===== src/rtl/adder32_issue_stage.sv =====
// ---------------------------------------------------------------------------
// adder32_issue_stage
//
// Puts a registered, back-pressurable wrapper around the combinational
// adder32_extended datapath. Requests enter a small FIFO through a
// valid/ready handshake. One request per cycle is issued from the FIFO head
// into the adder. The result, its flags and the request tag are registered
// for a downstream valid/ready consumer.
//
// Ports:
//   Clk, Rst_n      clock (rising edge), asynchronous active-low reset
//   Flush           synchronous discard of queued and held operations
//   In_Valid/Ready  request handshake (In_Ready = FIFO not full)
//   In_A, In_B      32-bit operands
//   In_Cin          carry-in (add only)
//   In_Mode         00 add, 01 sub, 10 shl 1, 11 lsr 1
//   In_Tag          opaque request tag
//   Out_Valid/Ready result handshake
//   Out_Result      registered result
//   Out_Cout        add carry-out / sub no-borrow / 0 for shifts
//   Out_Zero        result is zero
//   Out_Ovf         signed overflow (add/sub only)
//   Out_Tag         tag of the result
//   Op_Count        wrapping count of completed output handshakes
// ---------------------------------------------------------------------------

// Combinational add/sub/shift datapath with carry, zero and overflow flags.
module adder32_extended (
  input  logic [31:0] a_i,
  input  logic [31:0] b_i,
  input  logic        cin_i,
  input  logic [1:0]  mode_i,
  output logic [31:0] result_o,
  output logic        cout_o,
  output logic        zero_o,
  output logic        ovf_o
);

  logic [32:0] sum_s;

  // Mode decode: 33-bit sum keeps the carry; subtraction is A + ~B + 1.
  always_comb begin
    sum_s    = 33'd0;
    result_o = 32'd0;
    cout_o   = 1'b0;
    ovf_o    = 1'b0;
    case (mode_i)
      2'b00: begin
        sum_s    = {1'b0, a_i} + {1'b0, b_i} + {32'd0, cin_i};
        result_o = sum_s[31:0];
        cout_o   = sum_s[32];
        ovf_o    = (a_i[31] == b_i[31]) && (sum_s[31] != a_i[31]);
      end
      2'b01: begin
        // Carry out of A + ~B + 1 is set exactly when A >= B unsigned.
        sum_s    = {1'b0, a_i} + {1'b0, ~b_i} + 33'd1;
        result_o = sum_s[31:0];
        cout_o   = sum_s[32];
        ovf_o    = (a_i[31] != b_i[31]) && (sum_s[31] != a_i[31]);
      end
      2'b10: begin
        result_o = {a_i[30:0], 1'b0};
      end
      2'b11: begin
        result_o = {1'b0, a_i[31:1]};
      end
      default: begin
        result_o = 32'd0;
      end
    endcase
    zero_o = (result_o == 32'd0);
  end

endmodule

module adder32_issue_stage #(
  parameter int DEPTH = 4,
  parameter int TAG_W = 4
) (
  input  logic             Clk,
  input  logic             Rst_n,
  input  logic             Flush,
  input  logic             In_Valid,
  output logic             In_Ready,
  input  logic [31:0]      In_A,
  input  logic [31:0]      In_B,
  input  logic             In_Cin,
  input  logic [1:0]       In_Mode,
  input  logic [TAG_W-1:0] In_Tag,
  output logic             Out_Valid,
  input  logic             Out_Ready,
  output logic [31:0]      Out_Result,
  output logic             Out_Cout,
  output logic             Out_Zero,
  output logic             Out_Ovf,
  output logic [TAG_W-1:0] Out_Tag,
  output logic [15:0]      Op_Count
);

  localparam int PTR_W = (DEPTH > 1) ? $clog2(DEPTH) : 1;
  localparam int CNT_W = PTR_W + 1;

  typedef struct packed {
    logic [31:0]      a;
    logic [31:0]      b;
    logic             cin;
    logic [1:0]       mode;
    logic [TAG_W-1:0] tag;
  } req_t;

  req_t             fifo_q [DEPTH];
  logic [PTR_W-1:0] wr_ptr_q, wr_ptr_d;
  logic [PTR_W-1:0] rd_ptr_q, rd_ptr_d;
  logic [CNT_W-1:0] cnt_q, cnt_d;

  logic             out_valid_q, out_valid_d;
  logic [31:0]      out_result_q, out_result_d;
  logic             out_cout_q, out_cout_d;
  logic             out_zero_q, out_zero_d;
  logic             out_ovf_q, out_ovf_d;
  logic [TAG_W-1:0] out_tag_q, out_tag_d;
  logic [15:0]      op_cnt_q, op_cnt_d;

  logic             in_ready_s;
  logic             push_s;
  logic             load_s;
  logic             out_hs_s;
  req_t             wr_req_s;
  req_t             head_s;
  logic [31:0]      alu_result_s;
  logic             alu_cout_s;
  logic             alu_zero_s;
  logic             alu_ovf_s;

  // Handshake qualifiers; In_Ready depends only on the registered count.
  always_comb begin
    in_ready_s = (cnt_q != CNT_W'(DEPTH));
    push_s     = In_Valid && in_ready_s && !Flush;
    load_s     = (cnt_q != {CNT_W{1'b0}}) && (!out_valid_q || Out_Ready) && !Flush;
    out_hs_s   = out_valid_q && Out_Ready;
    wr_req_s   = '{a: In_A, b: In_B, cin: In_Cin, mode: In_Mode, tag: In_Tag};
    head_s     = fifo_q[rd_ptr_q];
  end

  adder32_extended u_alu (
    .a_i      (head_s.a),
    .b_i      (head_s.b),
    .cin_i    (head_s.cin),
    .mode_i   (head_s.mode),
    .result_o (alu_result_s),
    .cout_o   (alu_cout_s),
    .zero_o   (alu_zero_s),
    .ovf_o    (alu_ovf_s)
  );

  // FIFO pointer/occupancy next state; Flush overrides push and pop.
  always_comb begin
    wr_ptr_d = wr_ptr_q;
    rd_ptr_d = rd_ptr_q;
    cnt_d    = cnt_q;
    if (Flush) begin
      wr_ptr_d = {PTR_W{1'b0}};
      rd_ptr_d = {PTR_W{1'b0}};
      cnt_d    = {CNT_W{1'b0}};
    end else begin
      if (push_s) begin
        wr_ptr_d = wr_ptr_q + PTR_W'(1'b1);
      end else begin
        wr_ptr_d = wr_ptr_q;
      end
      if (load_s) begin
        rd_ptr_d = rd_ptr_q + PTR_W'(1'b1);
      end else begin
        rd_ptr_d = rd_ptr_q;
      end
      case ({push_s, load_s})
        2'b10:   cnt_d = cnt_q + CNT_W'(1'b1);
        2'b01:   cnt_d = cnt_q - CNT_W'(1'b1);
        default: cnt_d = cnt_q;
      endcase
    end
  end

  // Output register next state: load captures the head result, else hold.
  always_comb begin
    out_valid_d  = out_valid_q;
    out_result_d = out_result_q;
    out_cout_d   = out_cout_q;
    out_zero_d   = out_zero_q;
    out_ovf_d    = out_ovf_q;
    out_tag_d    = out_tag_q;
    if (Flush) begin
      out_valid_d = 1'b0;
    end else if (load_s) begin
      out_valid_d = 1'b1;
    end else if (out_hs_s) begin
      out_valid_d = 1'b0;
    end else begin
      out_valid_d = out_valid_q;
    end
    if (load_s) begin
      out_result_d = alu_result_s;
      out_cout_d   = alu_cout_s;
      out_zero_d   = alu_zero_s;
      out_ovf_d    = alu_ovf_s;
      out_tag_d    = head_s.tag;
    end else begin
      out_result_d = out_result_q;
    end
    // A handshake in the Flush cycle still completes and is counted.
    if (out_hs_s) begin
      op_cnt_d = op_cnt_q + 16'd1;
    end else begin
      op_cnt_d = op_cnt_q;
    end
  end

  // FIFO storage write port.
  always_ff @(posedge Clk or negedge Rst_n) begin
    if (!Rst_n) begin
      for (int i = 0; i < DEPTH; i++) begin
        fifo_q[i] <= '0;
      end
    end else if (push_s) begin
      fifo_q[wr_ptr_q] <= wr_req_s;
    end
  end

  // FIFO control and output state registers.
  always_ff @(posedge Clk or negedge Rst_n) begin
    if (!Rst_n) begin
      wr_ptr_q     <= {PTR_W{1'b0}};
      rd_ptr_q     <= {PTR_W{1'b0}};
      cnt_q        <= {CNT_W{1'b0}};
      out_valid_q  <= 1'b0;
      out_result_q <= 32'd0;
      out_cout_q   <= 1'b0;
      out_zero_q   <= 1'b0;
      out_ovf_q    <= 1'b0;
      out_tag_q    <= {TAG_W{1'b0}};
      op_cnt_q     <= 16'd0;
    end else begin
      wr_ptr_q     <= wr_ptr_d;
      rd_ptr_q     <= rd_ptr_d;
      cnt_q        <= cnt_d;
      out_valid_q  <= out_valid_d;
      out_result_q <= out_result_d;
      out_cout_q   <= out_cout_d;
      out_zero_q   <= out_zero_d;
      out_ovf_q    <= out_ovf_d;
      out_tag_q    <= out_tag_d;
      op_cnt_q     <= op_cnt_d;
    end
  end

  assign In_Ready   = in_ready_s;
  assign Out_Valid  = out_valid_q;
  assign Out_Result = out_result_q;
  assign Out_Cout   = out_cout_q;
  assign Out_Zero   = out_zero_q;
  assign Out_Ovf    = out_ovf_q;
  assign Out_Tag    = out_tag_q;
  assign Op_Count   = op_cnt_q;

endmodule


===== config.mk =====
export PLATFORM = sky130hd
export DESIGN_NAME = adder32_issue_stage
export DESIGN_NICKNAME = d
export VERILOG_FILES = /design/src/rtl/adder32_issue_stage.sv
export SDC_FILE = /design/constraint.sdc
export NUM_CORES = 1
export LEC_CHECK = 0
export CAP_MARGIN = 0
export CORE_MARGIN = 3
export CORE_UTILIZATION = 30
export CTS_CLUSTER_SIZE = 28
export DETAILED_ROUTE_END_ITERATION = 10
export PLACE_DENSITY_LB_ADDON = 0.08
export SETUP_SLACK_MARGIN = 0.5
export SLEW_MARGIN = 5
export SYNTH_ARGS = -nofsm -noshare
export SYNTH_HDL_FRONTEND = slang
export SYNTH_SLANG_ARGS = --single-unit

===== constraint.sdc =====
create_clock -name Clk -period 7.6 [get_ports Clk]
set_clock_uncertainty 0.15 [all_clocks]
set_input_delay 1.52 -clock Clk [delete_from_list [all_inputs] [get_ports Clk]]
set_output_delay 1.52 -clock Clk [all_outputs]
set_load 0.005 [all_outputs]

### After elaboration in Yosys (flattened, before gate mapping)

Index checks and enable logic that the tools add are counted.

* register bits after elaboration: 347
* input bits: 76
* word-level logic and storage cells: 91
* output and inout bits: 57

* order comparisons: 3
* eq/ne operators: 10
* bitwise logic cells: 3
* $add $sub $neg: 9
* reductions and logical operators: 18
* mux-type cells: 18

Operators with widths (number)
* bitwise mux 284 bit: 1
* two-way mux 71 bit: 3
* binary-select mux 71 bit (select 2 bit): 1
* demux 71 bit (select 2 bit): 1
* one-hot mux 32 bit (4 select lines): 1
* adder 32 x 32 -> 33 bit: 2
* adder 33 x 1 -> 33 bit: 1
* adder 33 x 1 -> 33 bit (second input constant): 1
* zero test 32 bit: 1
* inverter 32 bit: 1
* adder 16 x 1 -> 16 bit (second input constant): 1
* nonzero test 3 bit: 3
* logical AND 1 bit: 8
* two-way mux 2 bit: 4
* == test 2 bit (second input constant): 3
* greater-or-equal comparator 3 bit (second input constant): 2
* inverter 2 -> 3 bit: 2
* one-hot mux 3 bit (2 select lines): 1
* adder 2 x 1 -> 2 bit (second input constant): 2
* == test 2 x 1 -> 1 bit (second input constant): 2
* one-hot mux 1 bit (2 select lines): 2
* nonzero test 2 bit: 2
* adder 3 x 1 -> 3 bit (second input constant): 1
* < comparator 3 x 1 -> 1 bit (second input constant): 1
* other kinds (9): 14

### Logic depth before layout (Yosys ltp)

Gate-level depths: netlist of the first run.

* depth after elaboration: 10
* depth in mapped cells: 21
* mapped depth without buffers: 15

### Hierarchy

From an unflattened synthesis of the first run, not the netlist that was laid out.

* cells, all modules: 1627
* area, all modules: 20302.0 µm²

By module, submodules not included
* adder32_issue_stage: sequential area each 8683.3 µm², area each 15368.5 µm², cells each 886, instances 1
* adder32_extended: sequential area each 0.0 µm², area each 4933.5 µm², cells each 741, instances 1

### Worst setup path after synthesis of the first run

Ideal clock, no wire load.

* path type: register -> register
* start point: register rd_ptr_q[0]
* end point: register out_zero_q, in the netlist Out_Zero
* data arrival time: 5109 ps
* period minus slack after synthesis: 5325 ps
* path slack: 2275 ps
* stages on the path, launching flop included: 22
* setup time: 66 ps
* path buffers: 6
* cell sequence: dfrtp_1 buf_2 buf_6 buf_2 buf_2 buf_2 buf_2 mux4_2 fa_1 inv_1 fa_1 nor3_4 o31ai_4 a211oi_4 a211oi_2 a21oi_1 a2111oi_0 xnor2_1 a21oi_1 a2111oi_4 nand4_1 nand2_1

* longest elaborated chain between the ends: 9
* elaborated cells on any way between the ends: 15
* those cells by class: add/sub (4); eq/ne (3); mux (4); bitwise (2); reduce/logical (2)

RTL lines
* from (decl): line 113 `logic [PTR_W-1:0] rd_ptr_q, rd_ptr_d;`
* from (signal assigned): line 233 `rd_ptr_q <= {PTR_W{1'b0}};`
* from (signal assigned): line 244 `rd_ptr_q <= rd_ptr_d;`
* inverter 2 -> 3 bit (implied by the code) (*): line 142 `head_s = fifo_q[rd_ptr_q];`
* binary-select mux 71 bit (select 2 bit) (*): line 142
* two-way mux 71 bit (implied by the code) (*) (2 in a row): line 142
* inverter 32 bit: line 56 `sum_s = {1'b0, a_i} + {1'b0, ~b_i} + 33'd1;`
* adder 32 x 32 -> 33 bit: line 56
* adder 33 x 1 -> 33 bit: line 56
* one-hot mux 32 bit (4 select lines) (*): line 47 `case (mode_i)`
* zero test 32 bit (*): line 71 `zero_o = (result_o == 32'd0);`
* to (signal assigned): line 249 `out_zero_q <= out_zero_d;`
* to (decl): line 119 `logic out_zero_q, out_zero_d;`

Every way passes the cells marked *; elsewhere a longest branch is shown, timed or not. The select of a mux whose other input is x is not followed.
A chain may end at the register's enable or synchronous reset.

### Final worst setup path of the first run

Same ends and word-level chain as after synthesis.

==> results.md, run 1 <==
* Clock sinks at 347
* Clock Latency Late Sink at 0.58 ns
* Routed Antenna Nets at 0
* Worst Reg-to-Reg Cells at 14
* Max Root-Sink Buffers at 3
* Fraction of layout cells with a size suffix above 1 at 0.2685
* # H-tree levels at 2
* Period utilization at 0.7732
* Total Wirelength at 60680 um
* Mean post-synth cell area at 11.52 um^2
* Root buf cell: clkbuf_16
* Initial core utilization at 0.3052
* DR WL/cell at 22.51 um
* Hold Crit Endpoint: Op_Count[15]
* Mapped Area at 0.01978 mm^2
* Post-Syn Nets at 1865
* Final setup violation count at 0
* FF+latch count, synth at 347
* Die area at 0.06906 mm^2
* CTS resizes at 0
* Cells after Synth at 1717
* Largest net degree at the start of global routing at 179
* CTS tree: done
* DRC errors left at 0
* Worst path max stage delay at 0.91 ns
* Seq/Total Area, Yosys at 0.4389
* Hold depth at 1
* Final hold vios at 0
* RSZ-0062 raised after global routing: no
* Slew margin rel. at 0.2584
* Row cnt at 93
* RePlAce Congestion at 0.8807
* Initial antenna violation count at 1
* Netlist cell types at 103
* Critical path cell sequence: buf_4 -> buf_4 -> mux4_2 -> ha_1 -> inv_1 -> o21bai_1 -> a2111oi_0 -> o21ai_0 -> o21ai_0 -> o21ai_0 -> a211o_1 -> nor4_2 -> nand4_1 -> nand2_1
* Net count, final at 1956
* CTS Buf Count at 45
* DR iter-0 viols at 1025
* Critical path buffers and inverters at 3
* Total track usage at 0.1734
* Num ports at 133
* Global-route wire length before repair at 93090 um
* Prevailing post-synth register cell: dfrtp_1
* DRT Pass-1 Iters at 5
* FF+latch area at 0.008691 mm^2
* Vias in the first global route at 14590
* Worst R2R Start: rd_ptr_q[0]
* CP arrival at 6.24 ns
* Critical path's top delay family: compound AO/OA/AOI/OAI gates
* Via count at 14154
* Worst setup startpoint: rd_ptr_q[0]
* Post-CTS setup buffers at 0
* Crit path time final at 5.876 ns
* Slew Limit Fails at 0
* Max cap viols at 0
* Worst Hold Launch: Op_Count[15]
* Fmax at 170.2 MHz
* Worst Setup Start Kind: register
* Crit path max fanout at 35
* Worst EP required at 7.96 ns
* CTS clk-pin slew, worst paths at 0.06 ns
* Outcome: complete, no violations
* Slowest cell on crit path: dfrtp_4
* Via density at 5.250
* Die extent in y at 262.8 um
* Grt total ovfl at 0
* Reg-to-reg slack, setup at 1.72 ns
* Setup_tns at 0 ns
* Quantity of I/O buffers inserted on ports at 132
* Crit path capture type: register
* R2r endpoint: Out_Zero
* FFs w/ async S/R, synth at 1.000
* Cts hold-fix bufs at 0
* Multi-input gate area at 0.01039 mm^2
* CP Class: reg2reg
* Detailed placement HPWL at 42220 um
* CP dominant cell by count: o21ai_0
* Die width at 262.8 um
* Post-synth EDFFs at 0
* Ys Warns at 0
* Slew @ Worst Pin at 1.112 ns
* # fillers at 6393
* Area Growth Syn to Fin at 17.98%
* Core Region at 0.06481 mm^2
* HP Class: reg2reg
==> cells in the mapped netlist (8+ instances only) <==
cell type / instances / share of area
nand4_1: 15 / 0.0047
ha_1: 68 / 0.043
a31oi_1: 11 / 0.0035
dfrtp_1: 347 / 0.44
clkbuf_1: 36 / 0.0068
and3_1: 10 / 0.0032
a21oi_1: 88 / 0.022
o21ai_0: 49 / 0.012
xor2_1: 9 / 0.0040
nor2_1: 95 / 0.018
nor2b_1: 8 / 0.0025
a21o_1: 15 / 0.0057
mux2_2: 288 / 0.16
xnor2_1: 29 / 0.013
o211ai_1: 14 / 0.0053
buf_2: 35 / 0.0089
nor3_1: 22 / 0.0056
mux2i_1: 13 / 0.0066
a211oi_1: 11 / 0.0042
nand3_1: 23 / 0.0058
nand2_1: 181 / 0.034
or3_1: 11 / 0.0035
o31ai_1: 14 / 0.0053
nand2b_1: 13 / 0.0041
inv_1: 61 / 0.012
mux4_2: 70 / 0.080
buf_1: 20 / 0.0038
buf_4: 8 / 0.0030
==> layout by cell type, fill, tap and decap left out, types with 9 or more instances in the layout <==
cell / synthesis / final
or3_1: 11 / 11
a21oi_1: 88 / 88
nand4_1: 15 / 15
nor3_1: 22 / 22
mux4_2: 70 / 70
nand2b_1: 13 / 12
a21o_1: 15 / 15
nand3_1: 23 / 23
ha_1: 68 / 68
nand2_1: 181 / 177
o211ai_1: 14 / 14
xnor2_1: 29 / 29
nor2_1: 95 / 95
a211oi_1: 11 / 11
mux2i_1: 13 / 13
o21ai_0: 49 / 48
o31ai_1: 14 / 14
clkbuf_1: 36 / 10
a31oi_1: 11 / 11
clkbuf_8: 0 / 12
buf_4: 8 / 16
xor2_1: 9 / 9
clkdlybuf4s50_1: 0 / 131
and3_1: 10 / 10
inv_1: 61 / 61
clkbuf_16: 0 / 46
mux2_2: 288 / 288
dfrtp_1: 347 / 345
==> worst max path at each step <==
stage	endpoint	slack [ns]	cells past startpoint
6_report	Out_Zero	1.72	14
5_1_grt	Out_Zero	1.21	14
4_1_cts	Out_Zero	1.66	14
3_5_place_dp	Out_Zero	1.69	14
3_3_place_gp	Out_Zero	1.79	14
2_1_floorplan	Out_Zero	2.28	21
==> stage by stage <==
stage	std cells	hold slack, ns	cell area (um^2)	setup slack [ns]	util
floorplan	1717	0.3112	19780	2.275	-
CTS	2695	0.3207	23340	1.663	0.3601
detailed placement	2616	0.3093	21860	1.688	0.3373
finish	2696	0.3120	23340	1.724	0.3601
global route	2695	0.3463	23340	1.213	0.3601
global placement	2616	0.3083	21860	1.788	0.3373
==> cell families after synthesis <==
| logic type | count (synthesis) | synth area share |
|---|---|---|
| fa+ha+maj | 72 | 0.04705 |
| simple gates | 414 | 0.09664 |
| xor+xnor | 38 | 0.01682 |
| buf+inv | 169 | 0.03820 |
| compound gates | 303 | 0.1104 |
| mux | 374 | 0.2520 |
| flops | 347 | 0.4389 |
==> routing by layer <==
| metal | vias up | track usage | wire (um) |
|---|---|---|---|
| li1 | 6461 | - | - |
| met1 | 7233 | 0.2558 | 29980 |
| met2 | 373 | 0.2629 | 26510 |
| met3 | 87 | 0.02884 | 2692 |
| met4 | 0 | 0.04600 | 1494 |
| met5 | - | 0 | 0 |
==> sequential cells by signal (all words and copies together), names as in the netlist <==
signal      cells
Op_Count       16
Out_Cout        1
Out_Ovf         1
Out_Result     32
Out_Tag         4
Out_Valid       1
Out_Zero        1
cnt_q           3
fifo_q        284
rd_ptr_q        2
wr_ptr_q        2
==> worst register-to-register path, cell delays in order (launching register included) <==
cell       delay (ns)
dfrtp_4          0.91
buf_4            0.71
buf_4            0.46
mux4_2           0.62
ha_1             0.43
inv_1            0.21
o21bai_1         0.15
a2111oi_0        0.68
o21ai_0          0.19
o21ai_0          0.24
o21ai_0          0.19
a211o_1          0.33
nor4_2           0.32
nand4_1          0.15
nand2_1          0.09
==> cell type report <==
class	count	share of cell area
diodes	1	0.0001072
clock inverters	11	0.005146
repair buffers	149	0.06283
multi-input cells	1201	0.4452
flip-flops and latches	347	0.3723
clock buffers	68	0.05800
well taps	855	0.04583
inverters	64	0.01051
Power of run 1 is not shown: default switching activity piles up to over one toggle a cycle in this logic, so the estimate is an artifact.
==> run 2: changes to the inputs <==
==> constraint.sdc (replaced) <==
create_clock -name Clk -period 5.53 [get_ports Clk]
set_clock_uncertainty 0.15 [all_clocks]
set_input_delay 1.106 -clock Clk [delete_from_list [all_inputs] [get_ports Clk]]
set_output_delay 1.106 -clock Clk [all_outputs]
set_load 0.005 [all_outputs]
==> results.md, run 2 (synthesis gave the netlist of run 1 again) <==
* Critical path's top delay family: compound AO/OA/AOI/OAI gates
* DRT Pass-1 Iters at 5
* Via density at 5.199
* Fmax at 208.0 MHz
* Crit path max fanout at 16
* Fraction of layout cells with a size suffix above 1 at 0.2924
* Worst path max stage delay at 0.61 ns
* N_diodes at 0
* Area Growth Syn to Fin at 20.71%
* Post-CTS setup buffers at 0
* Commonest non-fill, non-tap cell in the layout: dfrtp_1
* HP Class: reg2reg
* Detailed placement HPWL at 45150 um
* Total Wirelength at 62510 um
* CP Class: reg2reg
* Global-route wire length before repair at 96300 um
* Total track usage at 0.1795
* Initial antenna violation count at 1
* Max Root-Sink Buffers at 3
* CTS Buf Count at 42
* Die extent in y at 262.8 um
* Row cnt at 93
* Clock Latency Late Sink at 0.58 ns
* Slew Limit Fails at 0
* Die width at 262.8 um
* Net count, final at 2003
* Slowest cell on crit path: dfrtp_4
* Crit path capture type: register
* Period utilization at 0.8692
* CTS clk-pin slew, worst paths at 0.06 ns
* DR iter-0 viols at 884
* DRC errors left at 0
* Root buf cell: clkbuf_16
* # H-tree levels at 2
* Worst Setup Start Kind: register
* Final hold vios at 0
* CTS tree: done
* DR WL/cell at 22.79 um
* Post-Route Utilization at 0.3684
* Die area at 0.06906 mm^2
* Outcome: complete, no violations
* RSZ-0062 raised after global routing: no
* Critical path cell sequence: buf_12 -> mux4_2 -> fa_1 -> inv_1 -> fa_1 -> nor3_4 -> o31ai_4 -> a211oi_4 -> a211oi_2 -> a21oi_1 -> a2111oi_1 -> xnor2_1 -> a21oi_1 -> a2111oi_4 -> nand4_1 -> nand2_1
* Crit path time final at 4.807 ns
* RePlAce Congestion at 0.8436
* Quantity of I/O buffers inserted on ports at 132
* Slew @ Worst Pin at 0.9176 ns
* Via count at 14261
* Slew margin rel. at 0.3752
* # fillers at 6394
* Max cap viols at 0
* Largest net degree at the start of global routing at 115
* Core Region at 0.06481 mm^2
* Worst EP required at 5.90 ns
* Commonest non-fill, non-tap cells in the layout: dfrtp_1 (345), mux2_2 (288), nand2_1 (177)
* Critical path buffers and inverters at 2
* Initial core utilization at 0.3052
* Setup_tns at 0 ns
* Vias in the first global route at 14926
* Clock sinks at 347
* Reg with most FFs: fifo_q
* Grt total ovfl at 0
* CP arrival at 5.17 ns
* Final setup violation count at 0
* Max FFs per register at 284
* Num ports at 133
* Routed Antenna Nets at 0
-- run 2: metrics by stage --
stage               std cells  worst slack, ns  area (um^2)  hold WS [ns]
finish                   2743           0.7232        23880        0.3151
detailed placement       2666           0.4783        22320        0.3076
global placement         2666           0.4549        22320        0.3090
CTS                      2743           0.5108        23830        0.3189
floorplan                1717           0.5097        19790        0.3112
global route             2743           0.5018        23880        0.3264
-- run 2: cell type report --
type                            instances  area, um^2  area share
Clock buffer                           66        1311     0.05491
Clock inverter                         11       201.4    0.008435
Inverter                               64       245.2     0.01027
Multi-Input combinational cell       1201       10440      0.4372
Sequential cell                       347        8691      0.3639
Tap cell                              855        1070     0.04480
Timing Repair Buffer                  199        1921     0.08043
-- run 2: metal layers --
layer / vias up / track usage / part of all wire
met2: 305 / 0.2750 / 0.44
met1: 7326 / 0.2667 / 0.51
li1: 6558 / - / -
met4: 0 / 0.03536 / 0.017
met3: 72 / 0.03052 / 0.042
met5: - / 0 / 0
-- run 2: timing repair --
action,CTS,global route
hold buffers,0,0
gates resized for setup,1,9
setup endpoints to repair,1,2
-- run 2: path summary, 6_finish.rpt --
path / depth (start not counted) / to / slack [ns] / start
hold / removal: 1 / Op_Count[15] / 0.32 / Op_Count[15]
setup reg to reg: 16 / Out_Zero / 0.72 / rd_ptr_q[0]
max in group asynchronous: 2 / fifo_q[278] / 3.63 / Rst_n
hold reg to reg: 1 / Op_Count[15] / 0.32 / Op_Count[15]
setup / recovery: 16 / Out_Zero / 0.72 / rd_ptr_q[0]
min in group asynchronous: 1 / fifo_q[188] / 0.40 / Rst_n
Power of run 2 is left out for the same reason.
==> run 3: changes to the inputs <==
--- a/config.mk
+++ b/config.mk
@@ -6,10 +6,10 @@
 export NUM_CORES = 1
 export LEC_CHECK = 0
 export CAP_MARGIN = 0
-export CORE_MARGIN = 3
 export CORE_UTILIZATION = 30
 export CTS_CLUSTER_SIZE = 28
 export DETAILED_ROUTE_END_ITERATION = 10
+export GPL_TIMING_DRIVEN = 0
 export PLACE_DENSITY_LB_ADDON = 0.08
 export SETUP_SLACK_MARGIN = 0.5
 export SLEW_MARGIN = 5
==> results.md, run 3 (synthesis gave the netlist of run 1 again) <==
* Final worst slack at 0.6266 ns
* Crit path time final at 4.903 ns
* Worst Setup Start Kind: register
* Via density at 5.154
* CP arrival at 5.27 ns
* R2r endpoint: Out_Zero
* DR WL/cell at 22.84 um
* Fin cells at 2811
* Final setup violation count at 0
* Reg with most FFs: fifo_q
* Critical path buffers and inverters at 8
* Outcome: complete, no violations
* M1 GR Usage at 0.2722
* Via count at 14489
* Global-route wire length before repair at 97330 um
* Routed Antenna Nets at 0
* N_diodes at 0
* Fraction of layout cells with a size suffix above 1 at 0.3011
* # H-tree levels at 2
* Final hold vios at 0
* CTS Buf Count at 43
* Commonest non-fill, non-tap cell in the layout: dfrtp_1
* Critical path's top delay family: compound AO/OA/AOI/OAI gates
* Worst Reg-to-Reg Cells at 20
* Row cnt at 93
* Hold_ws at 0.3051 ns
* Routing usage on met2 at 0.3155
* Max cap viols at 0
* DRT Pass-1 Iters at 7
* Placed insts at 2707
* Critical path cell sequence: buf_6 -> buf_8 -> buf_6 -> buf_8 -> buf_4 -> mux4_2 -> inv_1 -> ha_1 -> buf_6 -> inv_6 -> o311a_4 -> a221o_1 -> a21o_1 -> o21bai_4 -> a2111o_1 -> a21oi_2 -> o2111ai_2 -> nor4_4 -> nand4_1 -> nand2_1
* Grt total ovfl at 0
* Period utilization at 0.8867
* Max FFs per register at 284
* RePlAce Congestion at 0.9355
* Crit path capture type: register
* Fmax at 203.9 MHz
* Die area at 0.06698 mm^2
* Initial core utilization at 0.3052
* DR iter-0 viols at 810
* Total track usage at 0.1931
* Root buf cell: clkbuf_16
* Initial antenna violation count at 2
* Slowest cell on crit path: a2111o_1
* Worst EP required at 5.89 ns
* Worst R2R Start: rd_ptr_q[1]
* HP Class: in2async
* Dpl ws at -2.072 ns
* CTS tree: done
* Net count, final at 2073
* DRC errors left at 0
* Vias in the first global route at 15088
* Slew @ Worst Pin at 1.075 ns
* Detailed placement HPWL at 48300 um
* GRT Max-Usage Layer: met2
* Core Region at 0.06481 mm^2
* Die extent in y at 258.8 um
* CP dominant cell by count: buf_6
* Reg-to-reg slack, setup at 0.63 ns
* RSZ-0062 raised after global routing: yes
* Num ports at 133
* Crit path max fanout at 10
* Commonest non-fill, non-tap cells in the layout: dfrtp_1 (347), mux2_2 (288), nand2_1 (181)
* Largest net degree at the start of global routing at 100
* Clock Latency Late Sink at 0.58 ns
* Post-Route Utilization at 0.3763
* Max Root-Sink Buffers at 3
* CTS clk-pin slew, worst paths at 0.06 ns
* Die width at 258.8 um
* Slew Limit Fails at 0
* Worst path max stage delay at 0.44 ns
* Quantity of I/O buffers inserted on ports at 132
* Total Wirelength at 64200 um
* CP Class: reg2reg
* Slew margin rel. at 0.2834
* M3 GR Usage at 0.02602
* Clock sinks at 347
* Area Growth Syn to Fin at 23.29%
[run 3: per-stage QoR]
step,cell area (um^2),setup TNS [ns]
detailed placement,22270,-36.49
global placement,22180,-4357.36
CTS,24160,0
finish,24390,0
global route,24390,0
floorplan,19790,0
[run 3: worst max-delay path by stage]
stage	startpoint	to	depth (start not counted)	slack, ns
final	rd_ptr_q[1]	Out_Zero	20	0.63
after floorplan	rd_ptr_q[0]	Out_Zero	21	0.51
after CTS	rd_ptr_q[0]	Out_Zero	21	0.50
after global placement	Rst_n	fifo_q[33]	1	-12.53
after global routing	rd_ptr_q[0]	Out_Zero	23	0.41
after detailed placement	rd_ptr_q[1]	Out_Zero	20	-2.07
[run 3: area by class of cell]
cell class              instances  area (um^2)
clock inverters                14        166.4
inverters                      64        245.2
fillers                      6406        40420
repair buffers                163         1649
multi-input cells            1201        10680
plain buffers                 105        681.9
clock buffers                  62         1217
flip-flops and latches        347         8683
well taps                     855         1070
[run 3: per-layer routing]
metal	up-vias	part of all wire	wire, um
li1	6710	-	-
met1	7397	0.48	30850
met2	307	0.46	29790
met4	4	0.016	1056
met3	71	0.039	2479
met5	-	0.00040	26
[run 3: what timing repair did]
| item | CTS | global route |
|---|---|---|
| pin swaps | 23 | 19 |
| resized for setup | 83 | 25 |
| hold buffers | 0 | 0 |
| buffers inserted | 17 | 10 |
| setup endpoints to repair | 34 | 5 |
| cloned | 0 | 1 |
Power of run 3 is left out for the same reason.
